**config.mk**
```make
export PLATFORM = sky130hd
export DESIGN_NAME = ctrl_issue_unit_flat
export DESIGN_NICKNAME = d
export VERILOG_FILES = /design/src/rtl/ctrl_issue_if.sv /design/src/rtl/ctrl_issue_unit.sv /design/src/flat_wrapper.sv
export SDC_FILE = /design/constraint.sdc
export NUM_CORES = 1
export LEC_CHECK = 0
export CELL_PAD_IN_SITES_DETAIL_PLACEMENT = 0
export CELL_PAD_IN_SITES_GLOBAL_PLACEMENT = 1
export CORE_ASPECT_RATIO = 1.25
export CORE_MARGIN = 2
export CORE_UTILIZATION = 29
export CTS_CLUSTER_SIZE = 20
export DETAILED_ROUTE_END_ITERATION = 10
export HOLD_SLACK_MARGIN = 0.06
export PLACE_DENSITY_LB_ADDON = 0.25
export SLEW_MARGIN = 30
export SYNTH_ARGS = -nofsm -noshare
export SYNTH_HDL_FRONTEND = slang
export SYNTH_SLANG_ARGS = --single-unit
```
**constraint.sdc**
```tcl
create_clock -name clk -period 1.6 [get_ports clk]
set_input_delay 0.32 -clock clk [delete_from_list [all_inputs] [get_ports clk]]
set_output_delay 0.32 -clock clk [all_outputs]
set_load 0.05 [all_outputs]
```
**src/rtl/ctrl_issue_if.sv**
```systemverilog
// Handshake and control-bundle bus between the IF/ID side, the issue unit and the ID/EX register.
// The issue unit takes the slave view; the upstream/downstream environment takes the master view.
interface ctrl_issue_if;
    logic       in_valid;
    logic       in_ready;
    logic [6:0] opcode;
    logic [2:0] funct3;
    logic [6:0] funct7;
    logic       flush;
    logic       out_valid;
    logic       out_ready;
    logic       alusrc;
    logic       memtoreg;
    logic       regwrite;
    logic       memread;
    logic       memwrite;
    logic       branch;
    logic [1:0] aluop;
    logic       aluinputpc;
    logic       branchjalx;
    logic       alu2pc;
    logic       muldiv;
    logic       illegal;
    logic       md_busy;

    modport slave (
        input  in_valid, opcode, funct3, funct7, flush, out_ready,
        output in_ready, out_valid, alusrc, memtoreg, regwrite, memread, memwrite, branch,
               aluop, aluinputpc, branchjalx, alu2pc, muldiv, illegal, md_busy
    );

    modport master (
        output in_valid, opcode, funct3, funct7, flush, out_ready,
        input  in_ready, out_valid, alusrc, memtoreg, regwrite, memread, memwrite, branch,
               aluop, aluinputpc, branchjalx, alu2pc, muldiv, illegal, md_busy
    );
endinterface

```
**src/rtl/ctrl_issue_unit.sv**
```systemverilog
// Registered ID-stage control decoder with valid/ready flow, flush-to-bubble, illegal-op
// flagging and an issue stall that covers the EX latency of RV32M mul/div operations.
module ctrl_issue_unit #(
    parameter bit          MULDIV_EN = 1'b1,
    parameter int unsigned MUL_LAT   = 3,
    parameter int unsigned DIV_LAT   = 8
) (
    input  logic         clk,
    input  logic         rst,
    ctrl_issue_if.slave  bus
);

    localparam logic [4:0] OP_IMML   = 5'b00000;
    localparam logic [4:0] OP_IMMOP  = 5'b00100;
    localparam logic [4:0] OP_AUIPC  = 5'b00101;
    localparam logic [4:0] OP_STORE  = 5'b01000;
    localparam logic [4:0] OP_REG    = 5'b01100;
    localparam logic [4:0] OP_LUI    = 5'b01101;
    localparam logic [4:0] OP_BRANCH = 5'b11000;
    localparam logic [4:0] OP_JALR   = 5'b11001;
    localparam logic [4:0] OP_JAL    = 5'b11011;

    localparam logic [3:0] MUL_LAT4 = 4'(MUL_LAT);
    localparam logic [3:0] DIV_LAT4 = 4'(DIV_LAT);

    typedef struct packed {
        logic       alusrc;
        logic       memtoreg;
        logic       regwrite;
        logic       memread;
        logic       memwrite;
        logic       branch;
        logic [1:0] aluop;
        logic       aluinputpc;
        logic       branchjalx;
        logic       alu2pc;
        logic       muldiv;
        logic       illegal;
    } ctrl_t;

    typedef enum logic {IDLE, MD_WAIT} state_t;

    state_t     state_q, state_d;
    logic [3:0] cnt_q, cnt_d;
    logic       valid_q, valid_d;
    ctrl_t      bundle_q, bundle_d;
    ctrl_t      dec;
    logic [3:0] lat_sel;
    logic       accept;

    // NOTE: every variable written in an always_comb gets a default first, so no path infers a latch.
    always_comb begin
        dec = '0;
        if (bus.opcode[1:0] != 2'b11) begin
            dec.illegal = 1'b1;
        end else begin
            unique case (bus.opcode[6:2])
                OP_REG: begin
                    {dec.alusrc, dec.memtoreg, dec.regwrite, dec.memread,
                     dec.memwrite, dec.branch, dec.aluop} = 8'b00100010;
                    dec.muldiv = MULDIV_EN && (bus.funct7 == 7'b0000001);
                end
                OP_JALR: begin
                    {dec.alusrc, dec.memtoreg, dec.regwrite, dec.memread,
                     dec.memwrite, dec.branch, dec.aluop} = 8'b10100001;
                    dec.branchjalx = 1'b1;
                    dec.alu2pc     = 1'b1;
                end
                OP_IMML:
                    {dec.alusrc, dec.memtoreg, dec.regwrite, dec.memread,
                     dec.memwrite, dec.branch, dec.aluop} = 8'b11110000;
                OP_IMMOP:
                    {dec.alusrc, dec.memtoreg, dec.regwrite, dec.memread,
                     dec.memwrite, dec.branch, dec.aluop} = 8'b10100011;
                OP_STORE:
                    {dec.alusrc, dec.memtoreg, dec.regwrite, dec.memread,
                     dec.memwrite, dec.branch, dec.aluop} = 8'b10001000;
                OP_BRANCH:
                    {dec.alusrc, dec.memtoreg, dec.regwrite, dec.memread,
                     dec.memwrite, dec.branch, dec.aluop} = 8'b00000101;
                OP_LUI:
                    {dec.alusrc, dec.memtoreg, dec.regwrite, dec.memread,
                     dec.memwrite, dec.branch, dec.aluop} = 8'b10100000;
                OP_AUIPC: begin
                    {dec.alusrc, dec.memtoreg, dec.regwrite, dec.memread,
                     dec.memwrite, dec.branch, dec.aluop} = 8'b10100000;
                    dec.aluinputpc = 1'b1;
                end
                OP_JAL: begin
                    {dec.alusrc, dec.memtoreg, dec.regwrite, dec.memread,
                     dec.memwrite, dec.branch, dec.aluop} = 8'b00100100;
                    dec.branchjalx = 1'b1;
                end
                default: dec.illegal = 1'b1;
            endcase
        end
    end

    // funct3[2] separates div/rem from mul within the RV32M group.
    assign lat_sel = bus.funct3[2] ? DIV_LAT4 : MUL_LAT4;

    assign bus.in_ready = rst & ~bus.flush & (state_q == IDLE) & (~valid_q | bus.out_ready);
    assign accept       = bus.in_valid & bus.in_ready;

    always_comb begin
        state_d  = state_q;
        cnt_d    = cnt_q;
        valid_d  = valid_q;
        bundle_d = bundle_q;

        if (bus.flush) begin
            state_d  = IDLE;
            cnt_d    = '0;
            valid_d  = 1'b0;
            bundle_d = '0;
        end else begin
            unique case (state_q)
                IDLE: begin
                    if (accept && dec.muldiv && (lat_sel > 4'd1)) begin
                        state_d = MD_WAIT;
                        cnt_d   = lat_sel - 4'd1;
                    end
                end
                MD_WAIT: begin
                    if (cnt_q != 4'd0) cnt_d = cnt_q - 4'd1;
                    // A zero count cannot normally occur here; leaving on it avoids a dead state.
                    if (cnt_q <= 4'd1) state_d = IDLE;
                end
                default: state_d = IDLE;
            endcase

            if (accept) begin
                valid_d  = 1'b1;
                bundle_d = dec;
            end else if (valid_q && bus.out_ready) begin
                valid_d  = 1'b0;
                bundle_d = '0;
            end
        end
    end

    // NOTE: sequential state uses non-blocking assignments so every register samples pre-edge values.
    always_ff @(posedge clk or negedge rst) begin
        if (!rst) begin
            state_q  <= IDLE;
            cnt_q    <= '0;
            valid_q  <= 1'b0;
            bundle_q <= '0;
        end else begin
            state_q  <= state_d;
            cnt_q    <= cnt_d;
            valid_q  <= valid_d;
            bundle_q <= bundle_d;
        end
    end

    assign bus.out_valid  = valid_q;
    assign bus.alusrc     = bundle_q.alusrc;
    assign bus.memtoreg   = bundle_q.memtoreg;
    assign bus.regwrite   = bundle_q.regwrite;
    assign bus.memread    = bundle_q.memread;
    assign bus.memwrite   = bundle_q.memwrite;
    assign bus.branch     = bundle_q.branch;
    assign bus.aluop      = bundle_q.aluop;
    assign bus.aluinputpc = bundle_q.aluinputpc;
    assign bus.branchjalx = bundle_q.branchjalx;
    assign bus.alu2pc     = bundle_q.alu2pc;
    assign bus.muldiv     = bundle_q.muldiv;
    assign bus.illegal    = bundle_q.illegal;
    assign bus.md_busy    = (state_q == MD_WAIT);

endmodule

```
**src/flat_wrapper.sv**
```systemverilog
// flat-port wrapper written by rule: the top's interface ports become plain ports
module ctrl_issue_unit_flat 
#(
    parameter bit          MULDIV_EN = 1'b1,
    parameter int unsigned MUL_LAT   = 3,
    parameter int unsigned DIV_LAT   = 8
)
  (clk, rst, bus_in_valid, bus_opcode, bus_funct3, bus_funct7, bus_flush, bus_out_ready, bus_in_ready, bus_out_valid, bus_alusrc, bus_memtoreg, bus_regwrite, bus_memread, bus_memwrite, bus_branch, bus_aluop, bus_aluinputpc, bus_branchjalx, bus_alu2pc, bus_muldiv, bus_illegal, bus_md_busy);
  ctrl_issue_if bus_i ();
  input  logic clk;
  input  logic rst;
  input wire logic [$bits(bus_i.in_valid)-1:0] bus_in_valid;
  input wire logic [$bits(bus_i.opcode)-1:0] bus_opcode;
  input wire logic [$bits(bus_i.funct3)-1:0] bus_funct3;
  input wire logic [$bits(bus_i.funct7)-1:0] bus_funct7;
  input wire logic [$bits(bus_i.flush)-1:0] bus_flush;
  input wire logic [$bits(bus_i.out_ready)-1:0] bus_out_ready;
  output wire logic [$bits(bus_i.in_ready)-1:0] bus_in_ready;
  output wire logic [$bits(bus_i.out_valid)-1:0] bus_out_valid;
  output wire logic [$bits(bus_i.alusrc)-1:0] bus_alusrc;
  output wire logic [$bits(bus_i.memtoreg)-1:0] bus_memtoreg;
  output wire logic [$bits(bus_i.regwrite)-1:0] bus_regwrite;
  output wire logic [$bits(bus_i.memread)-1:0] bus_memread;
  output wire logic [$bits(bus_i.memwrite)-1:0] bus_memwrite;
  output wire logic [$bits(bus_i.branch)-1:0] bus_branch;
  output wire logic [$bits(bus_i.aluop)-1:0] bus_aluop;
  output wire logic [$bits(bus_i.aluinputpc)-1:0] bus_aluinputpc;
  output wire logic [$bits(bus_i.branchjalx)-1:0] bus_branchjalx;
  output wire logic [$bits(bus_i.alu2pc)-1:0] bus_alu2pc;
  output wire logic [$bits(bus_i.muldiv)-1:0] bus_muldiv;
  output wire logic [$bits(bus_i.illegal)-1:0] bus_illegal;
  output wire logic [$bits(bus_i.md_busy)-1:0] bus_md_busy;
  assign bus_i.in_valid = bus_in_valid;
  assign bus_i.opcode = bus_opcode;
  assign bus_i.funct3 = bus_funct3;
  assign bus_i.funct7 = bus_funct7;
  assign bus_i.flush = bus_flush;
  assign bus_i.out_ready = bus_out_ready;
  assign bus_in_ready = bus_i.in_ready;
  assign bus_out_valid = bus_i.out_valid;
  assign bus_alusrc = bus_i.alusrc;
  assign bus_memtoreg = bus_i.memtoreg;
  assign bus_regwrite = bus_i.regwrite;
  assign bus_memread = bus_i.memread;
  assign bus_memwrite = bus_i.memwrite;
  assign bus_branch = bus_i.branch;
  assign bus_aluop = bus_i.aluop;
  assign bus_aluinputpc = bus_i.aluinputpc;
  assign bus_branchjalx = bus_i.branchjalx;
  assign bus_alu2pc = bus_i.alu2pc;
  assign bus_muldiv = bus_i.muldiv;
  assign bus_illegal = bus_i.illegal;
  assign bus_md_busy = bus_i.md_busy;
  ctrl_issue_unit #(.MULDIV_EN(MULDIV_EN), .MUL_LAT(MUL_LAT), .DIV_LAT(DIV_LAT)) u_core (.clk(clk), .rst(rst), .bus(bus_i));
endmodule
```
# Word level (Yosys, flattened, before mapping)

Index checks and enable logic that the tools add are counted.

Register bits: 19
Bits in latches: 0
RAM bits: 0
Memory bits (read-only): 0
Memories: 0

$add $sub $neg: 2
Multipliers: 0
Div/mod/pow operators: 0
$lt $le $gt $ge: 2
Equal/unequal tests: 12
Shift operators: 0
Muxes and demuxes: 23
Bitwise logic cells: 8
Reductions and logical operators: 10

Operators by type and width:

| operator                                                                         | number |
|---|---|
| 8-bit case mux with 8 select lines                                               | 1 |
| 13-bit 2-to-1 mux                                                                | 3 |
| 4-bit 2-to-1 mux                                                                 | 4 |
| 5-bit by 4-bit == test with 1-bit output, second input constant                  | 3 |
| 5-bit == test, second input constant                                             | 3 |
| 1-bit 2-to-1 mux                                                                 | 12 |
| 12-bit 2-to-1 mux                                                                | 1 |
| 5-bit by 3-bit == test with 1-bit output, second input constant                  | 2 |
| 9-bit OR reduction                                                               | 1 |
| 4-bit case mux with 2 select lines                                               | 1 |
| 4-bit by 1-bit subtractor with 4-bit output, second input constant               | 2 |
| 7-bit by 1-bit == test with 1-bit output, second input constant                  | 1 |
| 3-bit != test, second input constant                                             | 2 |
| 5-bit logical NOT                                                                | 1 |
| 1-bit bitwise AND                                                                | 4 |
| 4-bit by 1-bit > comparator with 1-bit output, second input constant             | 1 |
| 4-bit by 1-bit less-or-equal comparator with 1-bit output, second input constant | 1 |
| 4-bit nonzero test                                                               | 1 |
| 2-bit OR reduction                                                               | 2 |
| 1-bit logical AND                                                                | 3 |
| 1-bit NOT                                                                        | 3 |
| 3-bit nonzero test                                                               | 1 |
| 2-bit != test, second input constant                                             | 1 |
| 1-bit case mux with 2 select lines                                               | 1 |
| 2 further kinds                                                                  | 2 |

# Logic depth before layout (Yosys ltp)

Gate-level depths: netlist (run 1).

Word-level depth: 10
Gate-level depth with buffers: 6
Gate-level depth less buffers: 6

# Worst setup path after synthesis (run 1)

No wires, ideal clock.

Path type: register to output
Start point: register u_core.state_q (netlist: u_core.bus.md_busy)
End point: output bus_in_ready
Arrival time: 2.521 ns
Data required time: 1.280 ns
Path slack: -1.241 ns
Cell stages (with the launch flop): 3
Path through: dfrtp_1 > clkbuf_1 > nor4b_1

Longest elaborated chain between the ends: 3

RTL lines:

| item                           | line                   | text |
|---|---|---|
| start: declaration             | ctrl_issue_unit.sv:43  | `state_t state_q, state_d;` |
| start signal: assignment       | ctrl_issue_unit.sv:150 | `state_q <= state_d;` |
| 1-bit NOT                      | ctrl_issue_unit.sv:102 | `assign bus.in_ready = rst & ~bus.flush & (state_q == IDLE) & (~valid_q \| bus.out_ready);` |
| 1-bit bitwise AND (2 in a row) | ctrl_issue_unit.sv:102 |  |
| end: declaration               | flat_wrapper.sv:18     | `output wire logic [$bits(bus_i.in_ready)-1:0] bus_in_ready;` |

No other way between the ends.

# Worst setup path in the final report (run 1)

Start point: register u_core.state_q (netlist: u_core.bus.md_busy)
End point: register u_core.cnt_q[2]

Longest elaborated chain between the ends: 8
Elaborated cells between the ends (all ways): 11

RTL lines:

| item                                 | line                                           | text |
|---|---|---|
| 1-bit NOT                            | ctrl_issue_unit.sv:102, ctrl_issue_unit.sv:117 |  |
| 1-bit bitwise AND (2 in a row)       | ctrl_issue_unit.sv:102                         |  |
| 1-bit bitwise AND                    | ctrl_issue_unit.sv:103                         | `assign accept = bus.in_valid & bus.in_ready;` |
| 1-bit logical AND (2 in a row)       | ctrl_issue_unit.sv:119                         | `if (accept && dec.muldiv && (lat_sel > 4'd1)) begin` |
| 3-bit != test (no source line)       | n/a                                            |  |
| 2-bit AND reduction (no source line) | n/a                                            |  |
| end signal: assignment               | ctrl_issue_unit.sv:151                         | `cnt_q <= cnt_d;` |
| end: declaration                     | ctrl_issue_unit.sv:44                          | `logic [3:0] cnt_q, cnt_d;` |

Several ways; a longest one is shown, not always the timed one.
A chain may end at the register's enable or synchronous reset.

==> reports/metrics.cfg, run 1 <==
[yosys]
synth_top_area_share_pct = 41.52
synth_edf_count = 0
synth_common_cells = 18 x dfrtp_1, 11 x nand2_1, 10 x nor2_1
syn-cell-area_um2 = 1085
postSynth.asyncResetShare_pct = 100.0
synth-main-ff-cell = dfrtp_1
seq_area_frac_synth_pct = 41.52
postSynthAreaPerCell_um2 = 9.516
ys_ff_latch = 18
syn_nets = 139
yosysWarningCount = 0
synth_top_area_cell = dfrtp_1
yosysMostFrequentCell = dfrtp_1
synth_top_cells_by_area = dfrtp_1 42%, nand2_1 3.8%, ha_1 3.5%
synthCells = 114
synth_cell_type_count = 40

[pwr]
power_switching_uw = 272.0
pwr-share-clk_pct = 32.2
vdd.ir_drop.worst_v = 0.0003253
p_per_area_nw_per_um2 = 522.4
p_sw_share_pct = 26.44
seqPwrFrac_pct = 45.0
intPower_uw = 756.8
leakage_nw = 0.9794
combPwrFrac_pct = 22.9

[routing]
drc = 2
vias = 1143
wl_um = 3339
routedWlPerCell_um = 15.39
viasPerCell = 5.267
dr.pass1.iters = 7
drtIter0Drc = 44
postRouteAntennaNets = 0

[die]
core_um2 = 3543
die_h_um = 72.38
rows = 24
ios = 38
die_area_um2 = 4249
die_w_um = 58.71
initial_core_util_pct = 30.61

[layout]
fin_util_pct = 55.58
final_layout_size_suffix_gt1_share_pct = 40.45
fin_nets = 204
n_antenna_cell = 0
top_register = u_core.cnt_q
syn_to_final_growth_pct = 81.55
largest_register_ffs = 4

[grt]
grt_max_degree = 20
grt_antenna_before_repair = 0
grt_pass1_wl_um = 5457
overflow = 0
grt_pass1_vias = 1204
grtUsageTotal_pct = 16.61

[timing]
worstMarginPinSlew_ns = 0.3857
slew_headroom_pct = 74.29
finalSetupViolations = 4
fmax_ghz = 0.5947
period_share_pct = 105.1
rsz0062_at_grt = yes
fin_ws_ns = -0.08163
fin_skew_ns = 0.002100
hold_viol_final = 0
maxSlewViolCount = 0
period_minus_slack_ns = 1.682

[cts]
cts.sinks = 18
clock_path_buffers = 2
cts_tree = yes
cts_root_buf = clkbuf_8
htreeDepth = 1
clkTransAtPathRegs_ns = 0.07
ctsHoldBuffers = 0
cts_inserted_buffers = 3
insertion_delay_ns = 0.25

[placement]
dpl.hpwl_um = 2536
post-place-ws_ns = -0.5016
gp_congestion = 0.7741
port_buffers = 35

[critical_path]
path_max_fanout = 4
slowest_stage = or4b_4
cp-start-kind = register
cp.arrival_ns = 1.82
slowest_delay_ns = 0.49
path_cells = nand3b_4, or3_4, or4b_4, o311a_1
required_ns = 1.73
end_kind = register
worstSetupPathType = reg -> reg

[run]
cap_violations = 0

[hold_path]
hp-class = in -> async

[outcome]
outcome = complete, but fails checks
violations = design-rule violations, negative setup slack

[logic make-up after synthesis]
family,after synthesis,share of synthesized area [%]
xor+xnor,1,0.8075
buf+inv,11,4.267
simple gates,47,25.95
mux,2,1.961
fa+ha+maj,3,3.461
flops,18,41.52
compound gates,32,22.03
[placed cells by master, fill, tap and decap left out, types with 3 or more instances in the layout]
cell type        instances
dfrtp_1                 16
o31ai_2                  3
buf_4                   31
o311a_1                  3
buf_12                  10
inv_1                    5
o21ai_0                  4
nor2_1                   8
nand2b_1                 4
buf_6                    6
clkbuf_8                 3
nand2_1                 11
ha_1                     3
nand3b_1                 3
a21oi_1                  3
dlygate4sd2_1            6
a22o_1                   4
dlymetal6s2s_1           7
clkdlybuf4s50_1          6
[cell type report]
| class | count | area [um2] |
|---|---|---|
| Clock buffer | 4 | 45.04 |
| Fill cell | 322 | 1574 |
| Inverter | 5 | 18.77 |
| Multi-Input combinational cell | 85 | 703.2 |
| Sequential cell | 18 | 452.9 |
| Tap cell | 39 | 48.80 |
| Timing Repair Buffer | 66 | 700.7 |
[worst paths after layout]
check                                            from  cells past startpoint               endpoint  slack (ns)
worst min register to register  u_core.bus.aluinputpc                      2  u_core.bus.aluinputpc        0.50
max in group asynchronous                         rst                      2   u_core.bus.out_valid        1.23
worst max-delay path               u_core.bus.md_busy                      4        u_core.cnt_q[2]       -0.08
worst min-delay path                              rst                      2     u_core.bus.md_busy        0.22
worst max register to register     u_core.bus.md_busy                      4        u_core.cnt_q[2]       -0.08
min in group clk                u_core.bus.aluinputpc                      2  u_core.bus.aluinputpc        0.50
[critical path: cells and delay by family (launching register included)]
family          cells  cell delay, ns
flops               1            0.40
compound gates      1            0.12
simple gates        3            1.05
[metal layers]
metal | up-vias | track usage (%) | part of all wire (%)
li1 | 548 | - | -
met1 | 566 | 20.38 | 40
met2 | 23 | 30.34 | 55
met3 | 6 | 1.783 | 3.6
met4 | 0 | 4.545 | 1.3
met5 | - | 0 | 0
[what timing repair did]
item / CTS / global route
setup buffers: 3 / 1
hold endpoints to repair: 0 / 0
gates resized for setup: 23 / 20
setup endpoints to repair: 13 / 13
pin swaps: 8 / 14
[through the flow]
stage	hold slack, ns	power (mW)	TNS, ns	area [um2]	std cells
floorplan	0.02441	0.5476	-0.7223	1102	114
global placement	0.4785	0.6831	-5.361	1749	209
detailed placement	0.4777	0.6848	-5.732	1749	209
CTS	0.2285	1.020	-0.3387	1876	216
global route	0.2332	1.073	-0.4913	1969	217
finish	0.2230	1.029	-0.1945	1969	217
[power groups by stage]
stage / Sequential [mW] / Clock (mW) / Combinational [mW]
finish: 0.463 / 0.331 / 0.235
global placement: 0.471 / 0 / 0.212
detailed placement: 0.471 / 0 / 0.213
floorplan: 0.485 / 0 / 0.0624
global route: 0.463 / 0.357 / 0.252
CTS: 0.463 / 0.333 / 0.225
(Power assumes the default switching activity.)
==> run 2, diff against run 1 <==
CORE_ASPECT_RATIO = 1.4   (was 1.25)
==> run 2 against run 1 <==
Compared with the run above: the flow finishes with violations (negative setup slack); core utilization rose by 0.35 points; global-route usage fell by 0.33 points; via count rose by 4.0%; first-iteration DRC count rose by 2.3%; critical endpoint unchanged; largest cell class is now buffers; highest routed layer unchanged.
==> reports/metrics.cfg, run 2 (synthesis gave the netlist of run 1 again) <==
[outcome]
outcome = complete, but fails checks  ; unchanged
violations = negative setup slack  ; was design-rule violations, negative setup slack

[routing]
drtIter0Drc = 45  ; was 44
drc = 0  ; was 2
vias = 1189  ; was 1143
dr.pass1.iters = 4  ; was 7
routedWlPerCell_um = 15.47  ; was 15.39 um
postRouteAntennaNets = 0  ; unchanged
wl_um = 3497  ; was 3339 um
viasPerCell = 5.261  ; was 5.267

[die]
initial_core_util_pct = 30.04  ; was 30.61%
die_h_um = 76.37  ; was 72.38 um
core_um2 = 3611  ; was 3543 um2
die_area_um2 = 4253  ; was 4249 um2
rows = 26  ; was 24
die_w_um = 55.69  ; was 58.71 um
ios = 38  ; unchanged

[layout]
final_layout_size_suffix_gt1_share_pct = 41.85  ; was 40.45%
syn_to_final_growth_pct = 86.16  ; was 81.55%
n_antenna_cell = 0  ; unchanged
final_common_cell = buf_4  ; unchanged
largest_register_ffs = 4  ; unchanged
fin_nets = 210  ; was 204
most-common-layout-cells = 38 x buf_4, 16 x dfrtp_1, 11 x buf_12, 10 x nand2_1  ; was 31 x buf_4, 16 x dfrtp_1, 11 x nand2_1, 10 x buf_12, 8 x nor2_1
top_register = u_core.cnt_q  ; unchanged

[critical_path]
slowest_delay_ns = 0.49  ; about the same
path_max_fanout = 6  ; was 4
end_kind = register  ; unchanged
worstSetupPathType = reg -> reg  ; unchanged
path_cells = nand3b_4, or3_4, or4b_1, o311a_1  ; was nand3b_4, or3_4, or4b_4, o311a_1
cp.arrival_ns = 1.86  ; was 1.82 ns
required_ns = 1.74  ; was 1.73 ns
slowest_stage = or4b_1  ; was or4b_4
cp-start-kind = register  ; unchanged

[cts]
clkTransAtPathRegs_ns = 0.07  ; about the same
insertion_delay_ns = 0.26  ; was 0.25 ns
cts.sinks = 18  ; unchanged
cts_root_buf = clkbuf_8  ; unchanged
clock_path_buffers = 2  ; unchanged
cts_inserted_buffers = 3  ; unchanged
cts_tree = yes  ; unchanged
htreeDepth = 1  ; unchanged

[grt]
grt_use_met3_pct = 1.698  ; was 1.783%
grt_util_met2_pct = 31.19  ; was 30.34%
grt.busiest_layer = met2  ; unchanged
grtUsageTotal_pct = 16.27  ; was 16.61%
grt_antenna_before_repair = 0  ; unchanged
grt_max_degree = 20  ; unchanged
grt_pass1_wl_um = 5554  ; was 5457 um
gr-usage-met1_pct = 17.65  ; was 20.38%
overflow = 0  ; unchanged
grt_pass1_vias = 1226  ; was 1204

[run]
cap_violations = 0  ; unchanged

[timing]
worstMarginPinSlew_ns = 0.2962  ; was 0.3857 ns
fmax_ghz = 0.5818  ; was 0.5947 GHz
finalSetupViolations = 4  ; unchanged
hold_viol_final = 0  ; unchanged
slew_headroom_pct = 80.22  ; was 74.29%
fin_ws_ns = -0.1188  ; was -0.08163 ns
timing.hold.ws_ns = 0.2538  ; was 0.2230 ns
rsz0062_at_grt = yes  ; unchanged
period_share_pct = 107.4  ; was 105.1%
period_minus_slack_ns = 1.719  ; was 1.682 ns
fin_skew_ns = 0.007054  ; was 0.002100 ns
maxSlewViolCount = 0  ; unchanged

[pwr]
leakage_nw = 0.9955  ; was 0.9794 nW
p_per_area_nw_per_um2 = 513.4  ; was 522.4 nW/um2
p_total_mw = 1.037  ; was 1.029 mW
vdd.ir_drop.worst_v = 0.0004596  ; was 0.0003253 V

[placement]
port_buffers = 35  ; unchanged
dpl.hpwl_um = 2588  ; was 2536 um
gp_congestion = 0.8424  ; was 0.7741
post-place-ws_ns = -0.5070  ; was -0.5016 ns

[hold_path]
hp-class = in -> async  ; unchanged

run 2: cell count changes in the layout (fill, tap and decap cells not counted), moves of 2 or more:
cell             previous run  this run
buf_4                      31        38
buf_6                       6         4
clkdlybuf4s50_1             6         8
nor3_1                      2         4
run 2: routing by layer:
metal,vias up,wire (um)
met5,-,0
met4,0,56
met3,5,103
met2,30,1990
met1,590,1346
li1,564,-
run 2: power breakdown:
group          internal (mW)  leakage, nW  switching, mW
clock                  0.177       0.0228          0.157
combinational          0.124        0.726          0.118
sequential             0.459        0.247        0.00224
total                  0.760        0.995          0.277
run 2: critical path, delay by kind of cell, from the launching register on:
kind,cells,cell delay (ns)
and+or+nand+nor,3,1.06
DFF,1,0.41
AOI/OAI and AO/OA,1,0.12
run 2: what timing repair did:
item | CTS | global route
pin swaps | 5 | 9
resized for setup | 14 | 26
hold buffers | 0 | 0
setup buffers | 2 | 6
endpoints found under the setup margin | 15 | 15
run 2: stage by stage:
step	cells	TNS, ns	instance area, um2	utilization, %
final	226	-0.2861	2019	55.93
after global routing	226	-0.7731	2019	55.93
after floorplan	114	-0.7223	1102	-
after global placement	214	-5.994	1780	49.31
after CTS	220	-0.3096	1868	51.73
after detailed placement	214	-6.188	1780	49.31
run 2: cell type report:
class,count,area [um2]
clock buffer,4,45.04
fill,317,1592
inverter,5,18.77
tap,42,52.55
timing repair buffer,72,749.5
sequential,18,452.9
multi-input combinational,85,700.7
run 2: path summary, 6_finish.rpt:
check | endpoint | slack (ns) | cells past startpoint | from
hold / removal | u_core.bus.illegal | 0.25 | 2 | rst
hold reg to reg | u_core.bus.regwrite | 0.50 | 2 | u_core.bus.regwrite
min in group clk | u_core.bus.memread | 0.39 | 2 | bus_opcode[4]
setup / recovery | u_core.cnt_q[2] | -0.12 | 4 | u_core.bus.md_busy
setup reg to reg | u_core.cnt_q[2] | -0.12 | 4 | u_core.bus.md_busy
max in group asynchronous | u_core.bus.aluop[1] | 1.20 | 2 | rst
==> run 3, diff against run 2 <==
SETUP_SLACK_MARGIN = 0.02   (was unset)
==> run 3 against run 2 <==
Compared with the run above: the run still ends with negative setup slack left; power fell by 0.42%; non-clock buffer count shrank 3; sequential share of layout area barely moved; sequential power is essentially flat; critical path depth unchanged; final area grew 0.12%; worst setup slack improved by 0.029 ns; clock power hardly changed; register-to-register slack gained 0.05 ns; hold slack improved by 0.0059 ns; count of clock-buffer cells in the layout unchanged; core utilization up 0.069 points; critical path type is now reg -> out; critical endpoint is now bus_in_ready; largest cell class unchanged.
==> reports/metrics.cfg, run 3 (synthesis gave the netlist of run 1 again) <==
[outcome]
outcome = complete, but fails checks  ; unchanged
violations = negative setup slack  ; unchanged

[pwr]
p_per_area_nw_per_um2 = 510.7  ; was 513.4 nW/um2
seqPwrFrac_pct = 44.7  ; was 44.5%
leakage_nw = 1.024  ; was 0.9955 nW
combPwrFrac_pct = 23.1  ; was 23.3%
pwr-share-clk_pct = 32.3  ; was 32.2%
p_sw_share_pct = 26.70  ; was 26.71%
intPower_uw = 756.9  ; was 759.9 uW
vdd.ir_drop.worst_v = 0.0003708  ; was 0.0004596 V
power_switching_uw = 275.6  ; was 277.0 uW

[routing]
dr.pass1.iters = 4  ; unchanged
drc = 0  ; unchanged
wl_um = 3377  ; was 3497 um
postRouteAntennaNets = 0  ; unchanged
drt-met1-wl_um = 1346  ; unchanged
routedWlPerCell_um = 15.14  ; was 15.47 um
topRoutingLayerUsed = met4  ; unchanged
wl_met3_um = 88  ; was 103 um
drtIter0Drc = 16  ; was 45
vias = 1141  ; was 1189
viasPerCell = 5.117  ; was 5.261
met2_length_um = 1893  ; was 1990 um

[critical_path]
reg2reg_slack_ns = -0.07  ; was -0.12 ns
slowest_delay_ns = 0.40  ; was 0.49 ns
cp.arrival_ns = 1.37  ; was 1.86 ns
crit_path_end = bus_in_ready  ; was u_core.cnt_q[2]
crit_start = u_core.bus.out_valid  ; was u_core.bus.md_busy
reg2regPathDepth = 4  ; unchanged
r2r-end = u_core.cnt_q[2]  ; unchanged
required_ns = 1.28  ; was 1.74 ns
worstSetupPathType = reg -> out  ; was reg -> reg
end_kind = output pin  ; was register
r2r-start = u_core.bus.out_valid  ; was u_core.bus.md_busy
critPathBufInv = 2  ; was 0
cp-start-kind = register  ; unchanged
critPathTopFamily = simple AND/OR/NAND/NOR gates  ; unchanged
path_max_fanout = 2  ; was 6
slowest_stage = dfrtp_2  ; was or4b_1
crit_cells = 4  ; unchanged
path_cells = nor2b_4, buf_6, nor4b_4, buf_12  ; was nand3b_4, or3_4, or4b_1, o311a_1

[cts]
clock_path_buffers = 2  ; unchanged
cts_inserted_buffers = 3  ; unchanged
cts_root_buf = clkbuf_8  ; unchanged
htreeDepth = 1  ; unchanged
cts_tree = yes  ; unchanged
cts.sinks = 18  ; unchanged
insertion_delay_ns = 0.25  ; was 0.26 ns
clkTransAtPathRegs_ns = 0.07  ; about the same

[timing]
rsz0062_at_grt = yes  ; unchanged
fin_skew_ns = 0.002064  ; was 0.007054 ns
hold_viol_final = 0  ; unchanged
fin_ws_ns = -0.08963  ; was -0.1188 ns
fmax_ghz = 0.5918  ; was 0.5818 GHz
maxSlewViolCount = 0  ; unchanged
finalSetupViolations = 3  ; was 4
slew_headroom_pct = 71.69  ; was 80.22%
worstMarginPinSlew_ns = 0.4247  ; was 0.2962 ns
period_minus_slack_ns = 1.690  ; was 1.719 ns
timing.hold.ws_ns = 0.2596  ; was 0.2538 ns
period_share_pct = 105.6  ; was 107.4%

[layout]
top_register = u_core.cnt_q  ; unchanged
multi_input_area_um2 = 709.4  ; was 700.7 um2
most-common-layout-cells = 34 x buf_4, 16 x dfrtp_1, 11 x nand2_1, 11 x buf_12, 10 x dlymetal6s2s_1  ; was 38 x buf_4, 16 x dfrtp_1, 11 x buf_12, 10 x nand2_1
regArea_um2 = 452.9  ; unchanged
design_area_um2 = 2022  ; was 2019 um2
largest_register_ffs = 4  ; unchanged
n_antenna_cell = 0  ; unchanged
final_cells = 223  ; was 226
nFillCells = 316  ; was 317
final_common_cell = buf_4  ; unchanged
fin_nets = 207  ; was 210
syn_to_final_growth_pct = 86.39  ; was 86.16%
final_layout_size_suffix_gt1_share_pct = 40.88  ; was 41.85%

[die]
core_um2 = 3611  ; unchanged
die_w_um = 55.69  ; unchanged
initial_core_util_pct = 30.04  ; unchanged
rows = 26  ; unchanged
ios = 38  ; unchanged
die_area_um2 = 4253  ; unchanged
die_h_um = 76.37  ; unchanged

[grt]
grt_antenna_before_repair = 0  ; unchanged
grt_pass1_vias = 1204  ; was 1226
grt_pass1_wl_um = 5561  ; was 5554 um
overflow = 0  ; unchanged
grt_max_degree = 20  ; unchanged
grtUsageTotal_pct = 16.17  ; was 16.27%

[placement]
gp_congestion = 0.8846  ; was 0.8424
dpl_cell_area_um2 = 1780  ; unchanged
dp.cells = 214  ; unchanged
port_buffers = 35  ; unchanged
dpl.hpwl_um = 2508  ; was 2588 um

[run]
cap_violations = 0  ; unchanged

[hold_path]
hp-class = in -> async  ; unchanged

-- run 3: what timing repair did --
item / 4_1_cts / 5_1_grt
hold buffers: 0 / 0
buffers inserted: 2 / 3
endpoints found under the setup margin: 17 / 15
hold endpoints to repair: 0 / 0
gates resized for setup: 17 / 26
pin swaps: 10 / 13
-- run 3: area by class of cell --
cell class | instances | share of cell area (%)
Clock buffer | 4 | 2.228
Inverter | 5 | 0.9282
Multi-Input combinational cell | 85 | 35.09
Sequential cell | 18 | 22.40
Tap cell | 42 | 2.599
Timing Repair Buffer | 69 | 36.76
-- run 3: routing by layer --
| metal | GRT usage, % | up-vias |
|---|---|---|
| met4 | 4.634 | 0 |
| li1 | - | 560 |
| met1 | 19.25 | 553 |
| met5 | 0 | - |
| met2 | 29.52 | 22 |
| met3 | 2.377 | 6 |
-- run 3: worst register-to-register path, stage by stage, from the launching register on --
cell	delay [ns]
dfrtp_2	0.40
nor2b_4	0.13
or3_4	0.41
or4b_1	0.48
o311a_1	0.12
-- run 3: how the worst min path moves through the flow --
stage | from | end | slack, ns | cells after the start
finish | rst | u_core.bus.regwrite | 0.26 | 2
global route | rst | u_core.bus.illegal | 0.26 | 2
CTS | rst | u_core.bus.regwrite | 0.26 | 2
detailed placement | u_core.bus.regwrite | u_core.bus.regwrite | 0.48 | 2
global placement | u_core.bus.aluop[0] | u_core.bus.aluop[0] | 0.47 | 2
floorplan | rst | u_core.bus.alu2pc | 0.02 | 0
-- run 3: through the flow --
stage	util [%]	setup TNS, ns	total power [mW]	worst slack (ns)
after floorplan	-	-0.7223	0.5476	-0.2036
after global placement	49.31	-5.977	0.6784	-0.4781
after detailed placement	49.31	-6.283	0.6803	-0.5187
after CTS	52.67	-0.6165	1.028	-0.1515
after global routing	55.99	-0.4433	1.084	-0.1658
final	55.99	-0.2096	1.033	-0.08963
-- run 3: power by group through the flow --
stage	clock, mW	combinational, mW	sequential [mW]
after floorplan	0	0.0624	0.485
after global placement	0	0.208	0.470
after detailed placement	0	0.210	0.470
after CTS	0.343	0.223	0.461
after global routing	0.369	0.254	0.461
final	0.333	0.238	0.461
